### src/rtl/pbch_re_extractor.sv
// pbch_re_extractor
//   Extracts the PBCH resource elements of one SSB from a streaming FFT output
//   (4 OFDM symbols x 256 bins, natural order) and tags each RE as DMRS or data.
//   Symbol 0 (PSS) is skipped. Symbols 1 and 3 contribute SSB subcarriers 0..239.
//   Symbol 2 contributes subcarriers 0..47 and 192..239, which skips SSS and its guard.
//   The DMRS position is v = N_id mod 4.
//
// Handshake: valid-only streaming. A beat is transferred on every clock where
//   s_axis_in_tvalid=1. There is no tready in either direction. The downstream
//   block must accept every beat on which m_axis_out_tvalid=1.
//
// Ports:
//   clk_i, reset_i      clock, asynchronous active-high reset
//   s_axis_in_tdata     FFT bin sample (I upper half, Q lower half)
//   s_axis_in_tvalid    input beat valid
//   SSB_start_i         marks the beat carrying bin 0 of SSB symbol 0
//   N_id_i/N_id_valid_i cell ID and its strobe
//   m_axis_out_*        selected PBCH RE. tuser=1 for DMRS. tlast on the 576th RE.
//   PBCH_start_o        asserted with the first output RE of an SSB
//   overrun_o           one-cycle pulse when a new SSB start aborts the current one
//
// Optional: define PBCH_RE_EXTRACT_DEBUG_EN to add debug_k_o / debug_sym_o,
//   which are registered alongside the output data.
module pbch_re_extractor #(
    parameter int IN_DW       = 32,
    parameter int NFFT        = 8,
    parameter int MAX_CELL_ID = 1007,
    parameter int SSB_OFFSET  = 8
) (
    input  logic                           clk_i,
    input  logic                           reset_i,
    input  logic [IN_DW-1:0]               s_axis_in_tdata,
    input  logic                           s_axis_in_tvalid,
    input  logic                           SSB_start_i,
    input  logic [$clog2(MAX_CELL_ID)-1:0] N_id_i,
    input  logic                           N_id_valid_i,
    output logic [IN_DW-1:0]               m_axis_out_tdata,
    output logic                           m_axis_out_tvalid,
    output logic                           m_axis_out_tuser,
    output logic                           m_axis_out_tlast,
    output logic                           PBCH_start_o,
    output logic                           overrun_o
`ifdef PBCH_RE_EXTRACT_DEBUG_EN
    ,
    output logic [7:0]                     debug_k_o,
    output logic [1:0]                     debug_sym_o
`endif
);

    localparam int NIDW = $clog2(MAX_CELL_ID);
    localparam int KW   = NFFT + 1;

    // Subcarrier bounds, expressed as signed k values.
    localparam logic signed [KW-1:0] K_ZERO       = '0;
    localparam logic signed [KW-1:0] K_MAX        = KW'(239);
    localparam logic signed [KW-1:0] K_S2_LO_END  = KW'(47);
    localparam logic signed [KW-1:0] K_S2_HI_BEG  = KW'(192);

    typedef enum logic [1:0] {
        ST_IDLE     = 2'd0,
        ST_SKIP_PSS = 2'd1,
        ST_PBCH     = 2'd2
    } state_t;

    state_t            r_state;
    logic [NFFT-1:0]   r_bin_cnt;
    logic [1:0]        r_sym_cnt;
    logic [NIDW-1:0]   r_nid_pending;
    logic              r_nid_seen;
    logic [1:0]        r_v_active;

    logic signed [KW-1:0] w_k;
    logic                 w_start;
    logic                 w_last_bin;
    logic                 w_in_sym13;
    logic                 w_in_sym2;
    logic                 w_sel;
    logic                 w_nid_unused;

    // k is signed, so bins below SSB_OFFSET come out negative and are rejected.
    assign w_k        = signed'({1'b0, r_bin_cnt}) - signed'(KW'(SSB_OFFSET));
    assign w_start    = SSB_start_i & s_axis_in_tvalid & r_nid_seen;
    assign w_last_bin = (r_bin_cnt == '1);
    assign w_in_sym13 = (w_k >= K_ZERO) && (w_k <= K_MAX);
    assign w_in_sym2  = w_in_sym13 && ((w_k <= K_S2_LO_END) || (w_k >= K_S2_HI_BEG));
    assign w_sel      = (r_state == ST_PBCH) &&
                        ((r_sym_cnt == 2'd2) ? w_in_sym2 : w_in_sym13);

    // Only the low two bits of N_id select the DMRS position. The full ID is kept
    // in the pending register.
    assign w_nid_unused = ^r_nid_pending[NIDW-1:2];

    always_ff @(posedge clk_i or posedge reset_i) begin
        if (reset_i) begin
            r_state           <= ST_IDLE;
            r_bin_cnt         <= '0;
            r_sym_cnt         <= '0;
            r_nid_pending     <= '0;
            r_nid_seen        <= 1'b0;
            r_v_active        <= '0;
            m_axis_out_tdata  <= '0;
            m_axis_out_tvalid <= 1'b0;
            m_axis_out_tuser  <= 1'b0;
            m_axis_out_tlast  <= 1'b0;
            PBCH_start_o      <= 1'b0;
            overrun_o         <= 1'b0;
`ifdef PBCH_RE_EXTRACT_DEBUG_EN
            debug_k_o         <= '0;
            debug_sym_o       <= '0;
`endif
        end else begin
            m_axis_out_tvalid <= 1'b0;
            m_axis_out_tuser  <= 1'b0;
            m_axis_out_tlast  <= 1'b0;
            PBCH_start_o      <= 1'b0;
            overrun_o         <= 1'b0;

            if (N_id_valid_i) begin
                r_nid_pending <= N_id_i;
                r_nid_seen    <= 1'b1;
            end

            if (w_start) begin
                // The start beat is bin 0 of symbol 0. A start seen while an SSB
                // is still in progress abandons that SSB without emitting tlast.
                overrun_o  <= (r_state != ST_IDLE);
                r_state    <= ST_SKIP_PSS;
                r_bin_cnt  <= NFFT'(1);
                r_sym_cnt  <= 2'd0;
                r_v_active <= r_nid_pending[1:0];
            end else if (s_axis_in_tvalid) begin
                case (r_state)
                    ST_IDLE: begin
                    end
                    ST_SKIP_PSS: begin
                        r_bin_cnt <= r_bin_cnt + NFFT'(1);
                        if (w_last_bin) begin
                            r_sym_cnt <= 2'd1;
                            r_state   <= ST_PBCH;
                        end
                    end
                    ST_PBCH: begin
                        r_bin_cnt <= r_bin_cnt + NFFT'(1);
                        if (w_sel) begin
                            m_axis_out_tvalid <= 1'b1;
                            m_axis_out_tdata  <= s_axis_in_tdata;
                            m_axis_out_tuser  <= (w_k[1:0] == r_v_active);
                            m_axis_out_tlast  <= (r_sym_cnt == 2'd3) && (w_k == K_MAX);
                            PBCH_start_o      <= (r_sym_cnt == 2'd1) && (w_k == K_ZERO);
`ifdef PBCH_RE_EXTRACT_DEBUG_EN
                            debug_k_o         <= w_k[7:0];
                            debug_sym_o       <= r_sym_cnt;
`endif
                        end
                        if (w_last_bin) begin
                            if (r_sym_cnt == 2'd3) begin
                                r_sym_cnt <= 2'd0;
                                r_state   <= ST_IDLE;
                            end else begin
                                r_sym_cnt <= r_sym_cnt + 2'd1;
                            end
                        end
                    end
                    default: r_state <= ST_IDLE;
                endcase
            end
        end
    end

endmodule

### config.mk
export PLATFORM = sky130hd
export DESIGN_NAME = pbch_re_extractor
export DESIGN_NICKNAME = d
export VERILOG_FILES = /design/src/rtl/pbch_re_extractor.sv
export SDC_FILE = /design/constraint.sdc
export NUM_CORES = 1
export LEC_CHECK = 0
export CORE_MARGIN = 2
export CORE_UTILIZATION = 38
export CTS_CLUSTER_SIZE = 25
export DETAILED_ROUTE_END_ITERATION = 8
export GPL_ROUTABILITY_DRIVEN = 1
export PLACE_DENSITY = 0.61
export SLEW_MARGIN = 20
export SYNTH_ARGS = -nofsm -noshare
export SYNTH_HDL_FRONTEND = slang
export SYNTH_SLANG_ARGS = --single-unit
### constraint.sdc
create_clock -name clk_i -period 5.39 [get_ports clk_i]
set_input_delay 1.078 -clock clk_i [delete_from_list [all_inputs] [get_ports clk_i]]
set_output_delay 1.078 -clock clk_i [all_outputs]
set_load 0.03 [all_outputs]
==> results of run 1 <==
## cell usage in the layout, fill, tap and decap left out, drive strengths merged, types with 5 or more instances in the layout
cell type	Yosys	final
and3	35	35
xnor2	5	5
dfrtp	54	54
nor2	12	12
xor2	6	6
a41oi	32	32
nand3	39	39
clkbuf	21	7
buf	13	7
a21oi	5	5
clkdlybuf4s50	0	75
o21ai	9	9
inv	10	10
o211ai	32	32
nand2	46	46
ha	11	11
## critical path: stages
cell	delay, ns
clkdlybuf4s50_1	0.71
o2111a_2	0.70
nand2_2	0.63
a41oi_1	0.40
nand3_1	0.10
## power by group through the flow
stage,clock network [µW],registers [µW],logic [µW]
floorplan,0,470,153
global placement,0,470,246
detailed placement,0,472,250
CTS,285,463,252
global route,299,468,278
finish,277,463,249
## registers in the layout (all words and copies together), names as in the netlist
register and count:
PBCH_start_o 1, r_sym_cnt 2, r_nid_pending 2, m_axis_out_tdata 32, r_v_active 2, m_axis_out_tvalid 1, m_axis_out_tuser 1, r_bin_cnt 8
r_nid_seen 1, r_state 2, m_axis_out_tlast 1, overrun_o 1
## how the worst max path moves through the flow
stage	slack [ns]	endpoint	cells past startpoint	startpoint
floorplan	3.00	PBCH_start_o$_DFF_PP0_	1	reset_i
global placement	1.70	m_axis_out_tdata[27]$_DFFE_PP0P_	5	s_axis_in_tvalid
detailed placement	1.65	m_axis_out_tdata[20]$_DFFE_PP0P_	5	s_axis_in_tvalid
CTS	1.97	m_axis_out_tdata[27]$_DFFE_PP0P_	5	s_axis_in_tvalid
global route	1.78	m_axis_out_tdata[29]$_DFFE_PP0P_	5	s_axis_in_tvalid
finish	1.95	m_axis_out_tdata[27]$_DFFE_PP0P_	5	s_axis_in_tvalid
## cells by family after synthesis
family	Yosys count	share of synthesized area, %
AO/OA/AOI/OAI	90	21.12
buffers and inverters	44	6.283
AND/OR/NAND/NOR	152	23.66
adder cells (fa/ha/maj)	11	4.163
multiplexers	3	0.9841
flip-flops	54	40.88
XOR/XNOR	11	2.914
## per-stage QoR
step / area, µm² / power, µW / instances / hold WS (ns)
6_report: 4199 / 988.9 / 529 / 0.4839
3_3_place_gp: 4093 / 715.4 / 521 / 0.4538
3_5_place_dp: 4093 / 721.4 / 521 / 0.4683
5_1_grt: 4199 / 1045 / 529 / 0.5431
4_1_cts: 4199 / 1000 / 529 / 0.4941
2_1_floorplan: 3306 / 623.1 / 365 / 0.4348
## metal layers
layer  up-vias  wire, µm  global-route usage (%)
met2        91      4375                   30.93
met1      1539      4481                   29.42
li1       1482         -                       -
met4         0        71                   4.060
met5         -         0                       0
met3         8       530                   4.245
## layout make-up
type | instances | area share, %
sequential | 54 | 32.18
tap | 108 | 3.218
clock inverter | 1 | 0.7151
clock buffer | 7 | 1.818
multi-input combinational | 267 | 42.04
inverter | 10 | 0.8939
timing repair buffer | 82 | 19.13
==> flow_metrics.py, run 1 <==
metrics = {
    "route": {
        "drt_iter0_drc": 183,
        "drc": 0,
        "vias": 3120,
        "vias_per_cell": 5.898,
        "postRouteAntennaNets": 0,
        "routed_wl_um": 9459,
        "first_pass_iters": 4,
        "avgRoutedWirePerCell_um": 17.88,
    },
    "die": {
        "fp.dieW_um": 97.27,
        "die_area_um2": 9461,
        "die_h_um": 97.27,
        "num_io_pins": 84,
        "rows": 34,
        "design.core.area_um2": 8593,
        "start_util_pct": 38.47,
    },
    "hold_path": {
        "whs_path_depth": 2,
        "holdCritStartpoint": "r_nid_pending[0]$_DFFE_PP0P_",
        "hold_class": "register to register",
        "min_to": "r_v_active[0]$_DFFE_PP0P_",
    },
    "worst_setup_path": {
        "reg2reg_to": "m_axis_out_tdata[27]$_DFFE_PP0P_",
        "r2r_start": "r_bin_cnt[3]$_DFFE_PP0P_",
        "worstPathRequired_ns": 5.58,
        "startpoint_type": "input pin",
        "reg2reg_depth": 5,
        "crit_path_end_kind": "register",
        "crit_type": "input pin to register",
        "critPathArrivalTime_ns": 3.63,
        "crit_path_max_fanout": 35,
        "rrSetupSlack_ns": 2.64,
    },
    "timing": {
        "fin_skew_ns": 0.007667,
        "fmax_mhz": 290.4,
        "tns_ns": 0,
        "tightest_slew_ns": 0.7564,
        "fin_crit_ns": 3.444,
        "rsz0062_at_grt": "no",
        "setup_slack_ns": 1.946,
        "finalSetupViolCount": 0,
        "hold_viol": 0,
        "period_share_pct": 63.89,
        "maxSlewViolCount": 0,
        "slew_headroom_pct": 49.39,
    },
    "flow_run": {
        "cap_violations": 0,
    },
    "synth": {
        "synth-edff-count": 0,
        "syn_avg_cell_area_um2": 9.057,
        "yosysMostFrequentCell": "dfrtp_1",
        "ys_seq_elements": 54,
        "syn_nets": 423,
        "synthCells": 365,
        "synth-seq-area-share_pct": 40.88,
        "synth_area_leaders": "dfrtp_1 (41%), a41oi_1 (8.5%), o211ai_1 (7.3%), and3_1 (6.6%), nand3_1 (5.9%)",
        "ys_top_cells_by_count": "dfrtp_1 (54), nand2_1 (45), nand3_1 (39)",
        "yosys_warnings": 0,
        "yosysTopAreaCellShare_pct": 40.88,
        "synthesis.area_um2": 3306,
        "synth_top_flop_cell": "dfrtp_1",
        "synth_cell_types": 48,
        "synthArstFlopShare_pct": 100.0,
        "yosysTopAreaCell": "dfrtp_1",
    },
    "clocking": {
        "cts_inserted_buffers": 5,
        "cts_hold_buf": 0,
        "cts.sinks": 54,
        "clk_pin_slew_ns": 0.10,
        "cts_root_buf": "clkbuf_8",
        "post_cts_buffers": 0,
        "cts_tree": "done",
        "cts_htree_levels": 2,
        "ctsResizeCount": 0,
        "clk_latency_ns": 0.31,
        "cts_buffer_depth": 2,
    },
    "placement": {
        "gp_congestion": 0.8410,
        "dp_hpwl_um": 5831,
        "place_ws_ns": 1.645,
        "portBuffers": 75,
    },
    "power": {
        "p_seq_share_pct": 46.8,
        "p_per_area_nw_per_um2": 235.5,
        "p_leak_uw": 0.001891,
        "pwr-share-clk_pct": 28.0,
        "net-switching-power_uw": 319.0,
        "p_int_uw": 670.0,
        "switching_share_pct": 32.25,
        "irDropWorstVdd_mv": 0.1376,
        "p_comb_share_pct": 25.2,
    },
    "global_routing": {
        "antenna_found_initial": 0,
        "grt-ovfl-total": 0,
        "grt_pass1_wl_um": 15940,
        "grt_max_degree": 55,
        "grt_pass1_vias": 3096,
        "grt_util_all_layers_pct": 20.09,
    },
    "run_status": {
        "status": "finished, final reports clean",
    },
    "cells_and_area": {
        "drive_gt1_share_pct": 6.413,
        "area_growth_pct": 27.03,
        "num_antenna_cells": 0,
        "n_fill_cell": 802,
        "final_util_pct": 48.86,
        "multi_input_area_um2": 1765,
        "nNetsFinal": 478,
        "seqCellArea_um2": 1351,
    },
}
Note: power is estimated with default switching activity, not from simulation.
==> run 2: changes to the inputs <==
--- a/config.mk
+++ b/config.mk
@@ -10,7 +10,7 @@
 export CTS_CLUSTER_SIZE = 25
 export DETAILED_ROUTE_END_ITERATION = 8
 export GPL_ROUTABILITY_DRIVEN = 1
-export PLACE_DENSITY = 0.61
+export PLACE_DENSITY = 0.63
 export SLEW_MARGIN = 20
 export SYNTH_ARGS = -nofsm -noshare
 export SYNTH_HDL_FRONTEND = slang
==> constraint.sdc (replaced) <==
create_clock -name clk_i -period 3 [get_ports clk_i]
set_input_delay 0.6 -clock clk_i [delete_from_list [all_inputs] [get_ports clk_i]]
set_output_delay 0.6 -clock clk_i [all_outputs]
set_load 0.03 [all_outputs]
==> flow_metrics.py, run 2 (same netlist as run 1, synthesis figures left out) <==
metrics = {
    "run_status": {
        "status": "finished, final reports clean",
    },
    "worst_setup_path": {
        "crit_path_end_kind": "register",
        "crit_chain": "inv_1 -> ha_1 -> nand2b_1 -> a21oi_1 -> o21ai_2 -> buf_4 -> a41oi_1 -> nand3_1",
        "worstPathRequired_ns": 3.25,
        "critPathSlowestCell": "o21ai_2",
        "critPathArrivalTime_ns": 2.85,
        "startpoint_type": "register",
        "crit_type": "register to register",
        "cpPeakStageDelay_ns": 0.63,
        "reg2reg_depth": 8,
        "crit_path_max_fanout": 18,
    },
    "timing": {
        "rsz0062_at_grt": "no",
        "maxSlewViolCount": 0,
        "fin_crit_ns": 2.591,
        "fin_skew_ns": 0.009927,
        "finalSetupViolCount": 0,
        "hold_viol": 0,
        "slew_headroom_pct": 50.88,
        "tns_ns": 0,
        "fmax_mhz": 385.9,
        "tightest_slew_ns": 0.7368,
        "period_share_pct": 86.37,
    },
    "cells_and_area": {
        "num_antenna_cells": 0,
        "nNetsFinal": 485,
        "area_growth_pct": 29.49,
        "mostFrequentLayoutCells": "clkdlybuf4s50_1 (75), dfrtp_1 (54), nand2_1 (45)",
        "final_common_cell": "clkdlybuf4s50_1",
        "largest_register_ffs": 32,
        "reg_top3": "m_axis_out_tdata (32), r_bin_cnt (8)",
        "top_register": "m_axis_out_tdata",
        "drive_gt1_share_pct": 8.178,
    },
    "route": {
        "first_pass_iters": 4,
        "postRouteAntennaNets": 0,
        "vias": 3112,
        "drt_iter0_drc": 155,
        "vias_per_cell": 5.806,
        "routed_wl_um": 9334,
        "avgRoutedWirePerCell_um": 17.41,
        "drc": 0,
    },
    "power": {
        "net-switching-power_uw": 581.2,
        "switching_share_pct": 32.39,
        "p_per_area_nw_per_um2": 419.2,
        "p_leak_uw": 0.001936,
        "irDropWorstVdd_mv": 0.2737,
        "pwr-share-clk_pct": 28.3,
        "p_total_uw": 1794,
        "p_comb_share_pct": 25.3,
        "p_seq_share_pct": 46.4,
        "p_int_uw": 1213,
    },
    "global_routing": {
        "grt_pass1_vias": 3134,
        "grt_max_degree": 33,
        "grt_pass1_wl_um": 15430,
        "antenna_found_initial": 0,
        "grt_util_all_layers_pct": 19.66,
        "grt-ovfl-total": 0,
    },
    "clocking": {
        "ctsResizeCount": 0,
        "cts_buffer_depth": 2,
        "cts_inserted_buffers": 5,
        "clk_pin_slew_ns": 0.10,
        "cts_hold_buf": 0,
        "cts_tree": "done",
        "post_cts_buffers": 0,
        "cts.sinks": 54,
        "cts_htree_levels": 2,
        "clk_latency_ns": 0.32,
        "cts_root_buf": "clkbuf_8",
    },
    "placement": {
        "dp_hpwl_um": 6174,
        "portBuffers": 75,
        "gp_congestion": 0.9217,
    },
    "die": {
        "design.core.area_um2": 8593,
        "die_h_um": 97.27,
        "rows": 34,
        "fp.dieW_um": 97.27,
        "die_area_um2": 9461,
        "num_io_pins": 84,
        "start_util_pct": 38.47,
    },
    "hold_path": {
        "hold_class": "register to register",
        "whs_path_depth": 2,
    },
    "flow_run": {
        "cap_violations": 0,
    },
}
-- run 2: cell types whose count changed in the layout (fill, tap and decap cells not counted) --
| cell | delta |
|---|---|
| buf_12 | +2 |
| buf_4 | +5 |
| clkbuf_1 | -1 |
| clkinvlp_4 | +1 |
-- run 2: layout make-up --
cell class,count,area (µm²)
fillers,791,4313
multi-input cells,267,1765
flip-flops and latches,54,1351
repair buffers,89,880.8
well taps,108,135.1
clock buffers,6,72.57
clock inverters,2,37.54
inverters,10,37.54
-- run 2: per-layer routing --
metal / global-route usage, % / share of wire, %
met4: 5.342 / 0.81
met5: 0 / 0
met1: 26.71 / 46
met3: 3.453 / 4.7
met2: 32.53 / 49
-- run 2: through the flow --
step           hold slack, ns  setup slack (ns)  util [%]  area (µm²)  instances
2_1_floorplan          0.4348            0.9088         -        3306        365
3_3_place_gp           0.4689            0.5521     48.53        4170        528
3_5_place_dp           0.4710            0.4816     48.53        4170        528
4_1_cts                0.4962            0.4493     49.81        4280        536
5_1_grt                0.5202            0.2595     49.81        4280        536
6_report               0.4883            0.4088     49.81        4280        536
-- run 2: power by group through the flow --
| stage | clock (µW) | combinational [µW] | sequential, µW |
|---|---|---|---|
| floorplan | 0 | 274 | 845 |
| global placement | 0 | 448 | 843 |
| detailed placement | 0 | 455 | 846 |
| CTS | 521 | 458 | 832 |
| global route | 543 | 510 | 842 |
| finish | 508 | 454 | 832 |
-- run 2: critical path: cells and delay by family (launching register included) --
kind	cells	cell delay, ns
AOI/OAI and AO/OA	3	0.90
adders and majority gates	1	0.32
buffers and inverters	2	0.50
and+or+nand+nor	2	0.22
DFF	1	0.57
-- run 2: path summary, 6_finish.rpt --
| check | from | to | slack (ns) |
|---|---|---|---|
| setup / recovery | r_bin_cnt[3]$_DFFE_PP0P_ | m_axis_out_tdata[15]$_DFFE_PP0P_ | 0.41 |
| hold / removal | r_nid_pending[1]$_DFFE_PP0P_ | r_v_active[1]$_DFFE_PP0P_ | 0.49 |
| setup reg to reg | r_bin_cnt[3]$_DFFE_PP0P_ | m_axis_out_tdata[15]$_DFFE_PP0P_ | 0.41 |
| hold reg to reg | r_nid_pending[1]$_DFFE_PP0P_ | r_v_active[1]$_DFFE_PP0P_ | 0.49 |
| max in group asynchronous | reset_i | r_bin_cnt[7]$_DFFE_PP0P_ | 1.75 |
| min in group asynchronous | reset_i | m_axis_out_tdata[29]$_DFFE_PP0P_ | 0.68 |
